## src/rtl/serv_arb_pkg.sv

```systemverilog
// Shared types and constants for the SERV ibus/dbus Wishbone arbiter.
package serv_arb_pkg;

    typedef enum logic [1:0] {IDLE, GNT_I, GNT_D, RESP} arb_state_t;
    typedef enum logic {IBUS, DBUS} arb_src_t;

    localparam logic [31:0] TIMEOUT_RDATA = 32'hDEAD_BEEF;

endpackage

```

## src/rtl/serv_arb_rr.sv

```systemverilog
// Two-way round-robin grant: a lone requester wins, a tie goes to whoever
// did not win last time.
module serv_arb_rr
    import serv_arb_pkg::*;
(
    input  logic     ibus_req,
    input  logic     dbus_req,
    input  arb_src_t last_grant,
    output arb_src_t grant
);

    always_comb begin
        grant = IBUS;
        if (ibus_req && dbus_req)
            grant = (last_grant == IBUS) ? DBUS : IBUS;
        else if (dbus_req)
            grant = DBUS;
    end

endmodule

```

## src/rtl/serv_wb_arbiter.sv

```systemverilog
// Shares one registered Wishbone master port between the SERV ibus and dbus.
// Optional watchdog enabled by defining SERV_ARB_TIMEOUT_EN.
module serv_wb_arbiter
    import serv_arb_pkg::*;
#(
    parameter int ADDR_W         = 32,
    parameter int DATA_W         = 32,
    parameter int TIMEOUT_CYCLES = 1024
) (
    input  logic                clk,
    input  logic                i_rst,

    input  logic [ADDR_W-1:0]   i_ibus_adr,
    input  logic                i_ibus_cyc,
    output logic [DATA_W-1:0]   o_ibus_rdt,
    output logic                o_ibus_ack,

    input  logic [ADDR_W-1:0]   i_dbus_adr,
    input  logic [DATA_W-1:0]   i_dbus_dat,
    input  logic [DATA_W/8-1:0] i_dbus_sel,
    input  logic                i_dbus_we,
    input  logic                i_dbus_cyc,
    output logic [DATA_W-1:0]   o_dbus_rdt,
    output logic                o_dbus_ack,

    output logic                core_cyc,
    output logic                core_stb,
    output logic                core_we,
    output logic [DATA_W/8-1:0] core_wstrb,
    output logic [ADDR_W-1:0]   core_addr,
    output logic [DATA_W-1:0]   core_data_out,
    input  logic [DATA_W-1:0]   core_data_in,
    input  logic                core_ack,

    output logic                o_timeout
);

    arb_state_t          state;
    arb_src_t            last_grant;
    arb_src_t            cur_src;
    arb_src_t            grant;
    logic                in_gnt;
    logic                timeout_hit;
    logic                done;
    logic [DATA_W-1:0]   done_rdata;

    serv_arb_rr u_rr (
        .ibus_req   (i_ibus_cyc),
        .dbus_req   (i_dbus_cyc),
        .last_grant (last_grant),
        .grant      (grant)
    );

    assign in_gnt   = (state == GNT_I) || (state == GNT_D);
    assign core_stb = core_cyc;

`ifdef SERV_ARB_TIMEOUT_EN
    localparam int CNT_W = $clog2(TIMEOUT_CYCLES + 1);

    logic [CNT_W-1:0] tmo_cnt;

    // Counter holds the number of completed wait cycles; the last one trips.
    assign timeout_hit = in_gnt && !core_ack && (tmo_cnt == CNT_W'(TIMEOUT_CYCLES - 1));
    assign done_rdata  = core_ack ? core_data_in : DATA_W'(TIMEOUT_RDATA);

    always_ff @(posedge clk or posedge i_rst) begin
        if (i_rst) begin
            tmo_cnt   <= '0;
            o_timeout <= 1'b0;
        end else begin
            if (in_gnt)
                tmo_cnt <= tmo_cnt + 1'b1;
            else
                tmo_cnt <= '0;
            if (timeout_hit)
                o_timeout <= 1'b1;
        end
    end
`else
    assign timeout_hit = 1'b0;
    assign done_rdata  = core_data_in;
    assign o_timeout   = 1'b0;
`endif

    assign done = in_gnt && (core_ack || timeout_hit);

    always_ff @(posedge clk or posedge i_rst) begin
        if (i_rst) begin
            state         <= IDLE;
            last_grant    <= IBUS;
            cur_src       <= IBUS;
            core_cyc      <= 1'b0;
            core_we       <= 1'b0;
            core_wstrb    <= '0;
            core_addr     <= '0;
            core_data_out <= '0;
            o_ibus_rdt    <= '0;
            o_ibus_ack    <= 1'b0;
            o_dbus_rdt    <= '0;
            o_dbus_ack    <= 1'b0;
        end else begin
            o_ibus_ack <= 1'b0;
            o_dbus_ack <= 1'b0;
            case (state)
                IDLE: begin
                    if (i_ibus_cyc || i_dbus_cyc) begin
                        cur_src  <= grant;
                        core_cyc <= 1'b1;
                        if (grant == DBUS) begin
                            core_addr     <= i_dbus_adr;
                            core_we       <= i_dbus_we;
                            core_wstrb    <= i_dbus_sel;
                            core_data_out <= i_dbus_we ? i_dbus_dat : '0;
                            state         <= GNT_D;
                        end else begin
                            core_addr     <= i_ibus_adr;
                            core_we       <= 1'b0;
                            core_wstrb    <= '0;
                            core_data_out <= '0;
                            state         <= GNT_I;
                        end
                    end
                end
                GNT_I, GNT_D: begin
                    // A requester that already dropped cyc gets no ack.
                    if (done) begin
                        core_cyc <= 1'b0;
                        state    <= RESP;
                        if (state == GNT_I) begin
                            o_ibus_rdt <= done_rdata;
                            o_ibus_ack <= i_ibus_cyc;
                        end else begin
                            o_dbus_rdt <= done_rdata;
                            o_dbus_ack <= i_dbus_cyc;
                        end
                    end
                end
                RESP: begin
                    last_grant <= cur_src;
                    state      <= IDLE;
                end
                default: state <= IDLE;
            endcase
        end
    end

endmodule

```

## config.mk

```make
export PLATFORM = sky130hd
export DESIGN_NAME = serv_wb_arbiter
export DESIGN_NICKNAME = d
export VERILOG_FILES = /design/src/rtl/serv_arb_pkg.sv /design/src/rtl/serv_arb_rr.sv /design/src/rtl/serv_wb_arbiter.sv
export SDC_FILE = /design/constraint.sdc
export NUM_CORES = 1
export LEC_CHECK = 0
export ABC_AREA = 0
export CELL_PAD_IN_SITES_DETAIL_PLACEMENT = 1
export CELL_PAD_IN_SITES_GLOBAL_PLACEMENT = 1
export CORE_ASPECT_RATIO = 0.5
export CORE_MARGIN = 4
export CORE_UTILIZATION = 28
export CTS_BUF_LIST = sky130_fd_sc_hd__clkbuf_8 sky130_fd_sc_hd__clkbuf_16
export CTS_CLUSTER_DIAMETER = 80
export DETAILED_ROUTE_END_ITERATION = 8
export PLACE_DENSITY = 0.86
export SYNTH_ARGS = -nofsm -noshare
export SYNTH_HDL_FRONTEND = slang
export SYNTH_HIERARCHICAL = 1
export SYNTH_SLANG_ARGS = --single-unit
```

## constraint.sdc

```tcl
create_clock -name clk -period 4.3 [get_ports clk]
set_input_delay 0.86 -clock clk [delete_from_list [all_inputs] [get_ports clk]]
set_output_delay 0.86 -clock clk [all_outputs]
set_load 0.005 [all_outputs]
```

==> metrics <==
synthesized instance count 405; area delta synth->final 63.7%; Synth Flop Type dfrtp_1; routed vias/inst 4.48; die height 108 um; initial antenna violation count 0; Worst Max-Slew Pin Slew 970 ps; ys async rst share 100%; hpwl dp 13.8 mm; initial core utilization 28.6%; CP required 4560 ps; share of layout cells above drive strength 1 16.5%; final worst slack 1570 ps; Die X 208 um; Routed wire per std cell 19.0 um; EDFF count, synth 0; Routed Antenna Nets 0; Tmin final 2730 ps; flops & latches, synth 140; clk_lat worst skew 410 ps; Simple-Gate Fraction of Synth Area 3.93%; Pleak 3.94 nW; wire length on met3 545 um; P per Cell Area 705 mW/mm2; post-synthesis adder-cell area fraction 1.12%; max-cap viol count 0; CP max stage delay 740 ps; nature of the critical path startpoint primary input; Syn Nets 548; Hold-fix buffers, CTS 0; Metal-1 WL 6.86 mm; vias in the first global route 4,962; Net count, final 823; first-pass GRT wire length 28.3 mm; Rows 36; Setup Fix Bufs, Post-CTS 0; endpoints failing hold 0; Max Clock Freq 367 MHz; final wirelength 18.3 mm; clock sinks 140; CP delay by family, top buffers and inverters; CTS tree built; RSZ-0062 raised after global routing false; remaining global-route overflow 0; 1st-iter DRT viols 144; Multi-input gate area 0.00191 mm2; largest net degree at the start of global routing 58; Reg power frac 35.4%; Vias 4,292; most frequent cells in the layout clkdlybuf4s50_1 (274), dfrtp_1 (140), mux2_2 (68); most common cell after layout, fill and taps aside clkdlybuf4s50_1; CTS buffer count 17; final setup fails 0; Place WS 1110 ps; Die ar. 0.0225 mm2; P_int 4.48 mW; clock share of power 22.0%; CTS Root Cell clkbuf_16; Final Skew 10.8 ps; worst path cell trace clkdlybuf4s50_1, a21boi_4, buf_4, mux2i_1, o21ai_0; complex-gate fraction of the synthesized area 9.39%; Antenna diodes 0; CORE AREA 0.0195 mm2; Max Used Layer met4; syn avg cell area 13.8 um2; slowest CP cell a21boi_4; synthesis warning total 6; Comb pwr share 42.6%; post-synthesis sequential area ratio 62.6%; H-Tree Depth 4; iteration count of the initial detailed-routing pass 4; Psw 1.98 mW; post-CTS resize count 0; register area 0.00350 mm2; VDD IR max 0.000243 V; Rel. slew slack 35.2%; mux share of post-synthesis cell area 19.4%; DRC Markers 0; IO Pins 276; largest family of logic cells by synthesized area multiplexers; Met2 Routed Length 10.4 mm; crit-path max FO 21; area share of xor/xnor cells in the synthesized design 0%; clock-pin slew on the worst setup and hold paths 60 ps; Cell variety after synth 27; Switching Share 30.6%; Port Buf Inserts 274; crit share post-route 63.4%; Setup crit end kind register; Arr. time, crit path 2990 ps; status completed; Power Total 6.46 mW; filler cell count 2,057; setup TNS 0 ps; CP bufs+invs 2; RePlAce Congestion 0.807; Mapped Area 0.00560 mm2; critical path class primary input to register; Hold Crit Class register to register; Clock Path Buffers 2; Final Max Tran Viols 0; GRT Total Usage 16.3%
==> power groups by stage <==
stage	Clock (mW)	Sequential [mW]	Combinational, mW
CTS	1.46	2.30	2.82
detailed placement	0	2.31	2.80
floorplan	0	2.31	1.10
global route	1.53	2.38	2.97
global placement	0	2.26	2.71
finish	1.42	2.29	2.75
==> tightest hold or removal path: cells and delay by family (launching register included) <==
family	cells	cell delay, ps
DFF	1	340
AOI/OAI and AO/OA	1	60
and+or+nand+nor	1	40
==> cell usage after synthesis (2+ instances only) <==
master	instances	area, um2
ha_1	5	62.6
buf_4	11	82.6
dfrtp_1	140	3500
buf_6	3	33.8
o21ai_1	7	35.0
inv_1	5	18.8
o21ai_0	30	150
nand2_1	44	165
mux2i_1	32	320
mux2_2	68	766
clkbuf_1	3	11.3
a22o_1	32	280
a21oi_1	2	10.0
buf_2	10	50.1
==> logic make-up after synthesis <==
kind of cell             Yosys count
buffers and inverters             32
adder cells (fa/ha/maj)            5
flip-flops                       140
AO/OA/AOI/OAI                     76
AND/OR/NAND/NOR                   51
multiplexers                     100
other                              1
==> sequential cells by signal (all words and copies together), names as in the netlist <==
| name | cells |
|---|---|
| core_addr | 32 |
| core_data_out | 32 |
| o_dbus_rdt | 32 |
| o_ibus_rdt | 32 |
| core_wstrb | 4 |
| state | 2 |
| core_cyc | 1 |
| core_we | 1 |
| cur_src | 1 |
| last_grant | 1 |
| o_dbus_ack | 1 |
| o_ibus_ack | 1 |
==> through the flow <==
| stage | hold WS (ps) | utilization [%] | instance area (um2) | std cells |
|---|---|---|---|---|
| CTS | 483 | 46.9 | 9170 | 959 |
| global placement | 463 | 44.0 | 8600 | 927 |
| detailed placement | 469 | 44.0 | 8600 | 927 |
| finish | 477 | 46.9 | 9170 | 959 |
| floorplan | 471 | - | 5600 | 405 |
| global route | 498 | 46.9 | 9170 | 959 |
==> cell type report <==
type                    count  share of cell area [%]
flip-flops and latches    140                    38.2
repair buffers            283                    30.9
multi-input cells         233                    20.8
clock buffers              17                    4.64
well taps                 266                    3.63
clock inverters            15                    1.54
inverters                   5                   0.246
==> routing by layer <==
metal | up-vias | GRT usage (%)
met3 | 27 | 3.51
met4 | 0 | 6.18
li1 | 1980 | -
met5 | - | 0
met2 | 85 | 31.3
met1 | 2200 | 17.9
==> final timing paths <==
path / from / end / slack [ps] / cells after the start
worst max-delay path: i_dbus_cyc / core_addr[22] / 1570 / 5
worst min-delay path: core_addr[28] / core_addr[28] / 480 / 2
worst max register to register: state[0] / o_dbus_rdt[14] / 1930 / 4
worst min register to register: core_addr[28] / core_addr[28] / 480 / 2
max in group asynchronous: i_rst / core_data_out[2] / 2470 / 3
min in group asynchronous: i_rst / o_ibus_rdt[2] / 1010 / 2
No activity file was read; power rests on OpenSTA's default activity.
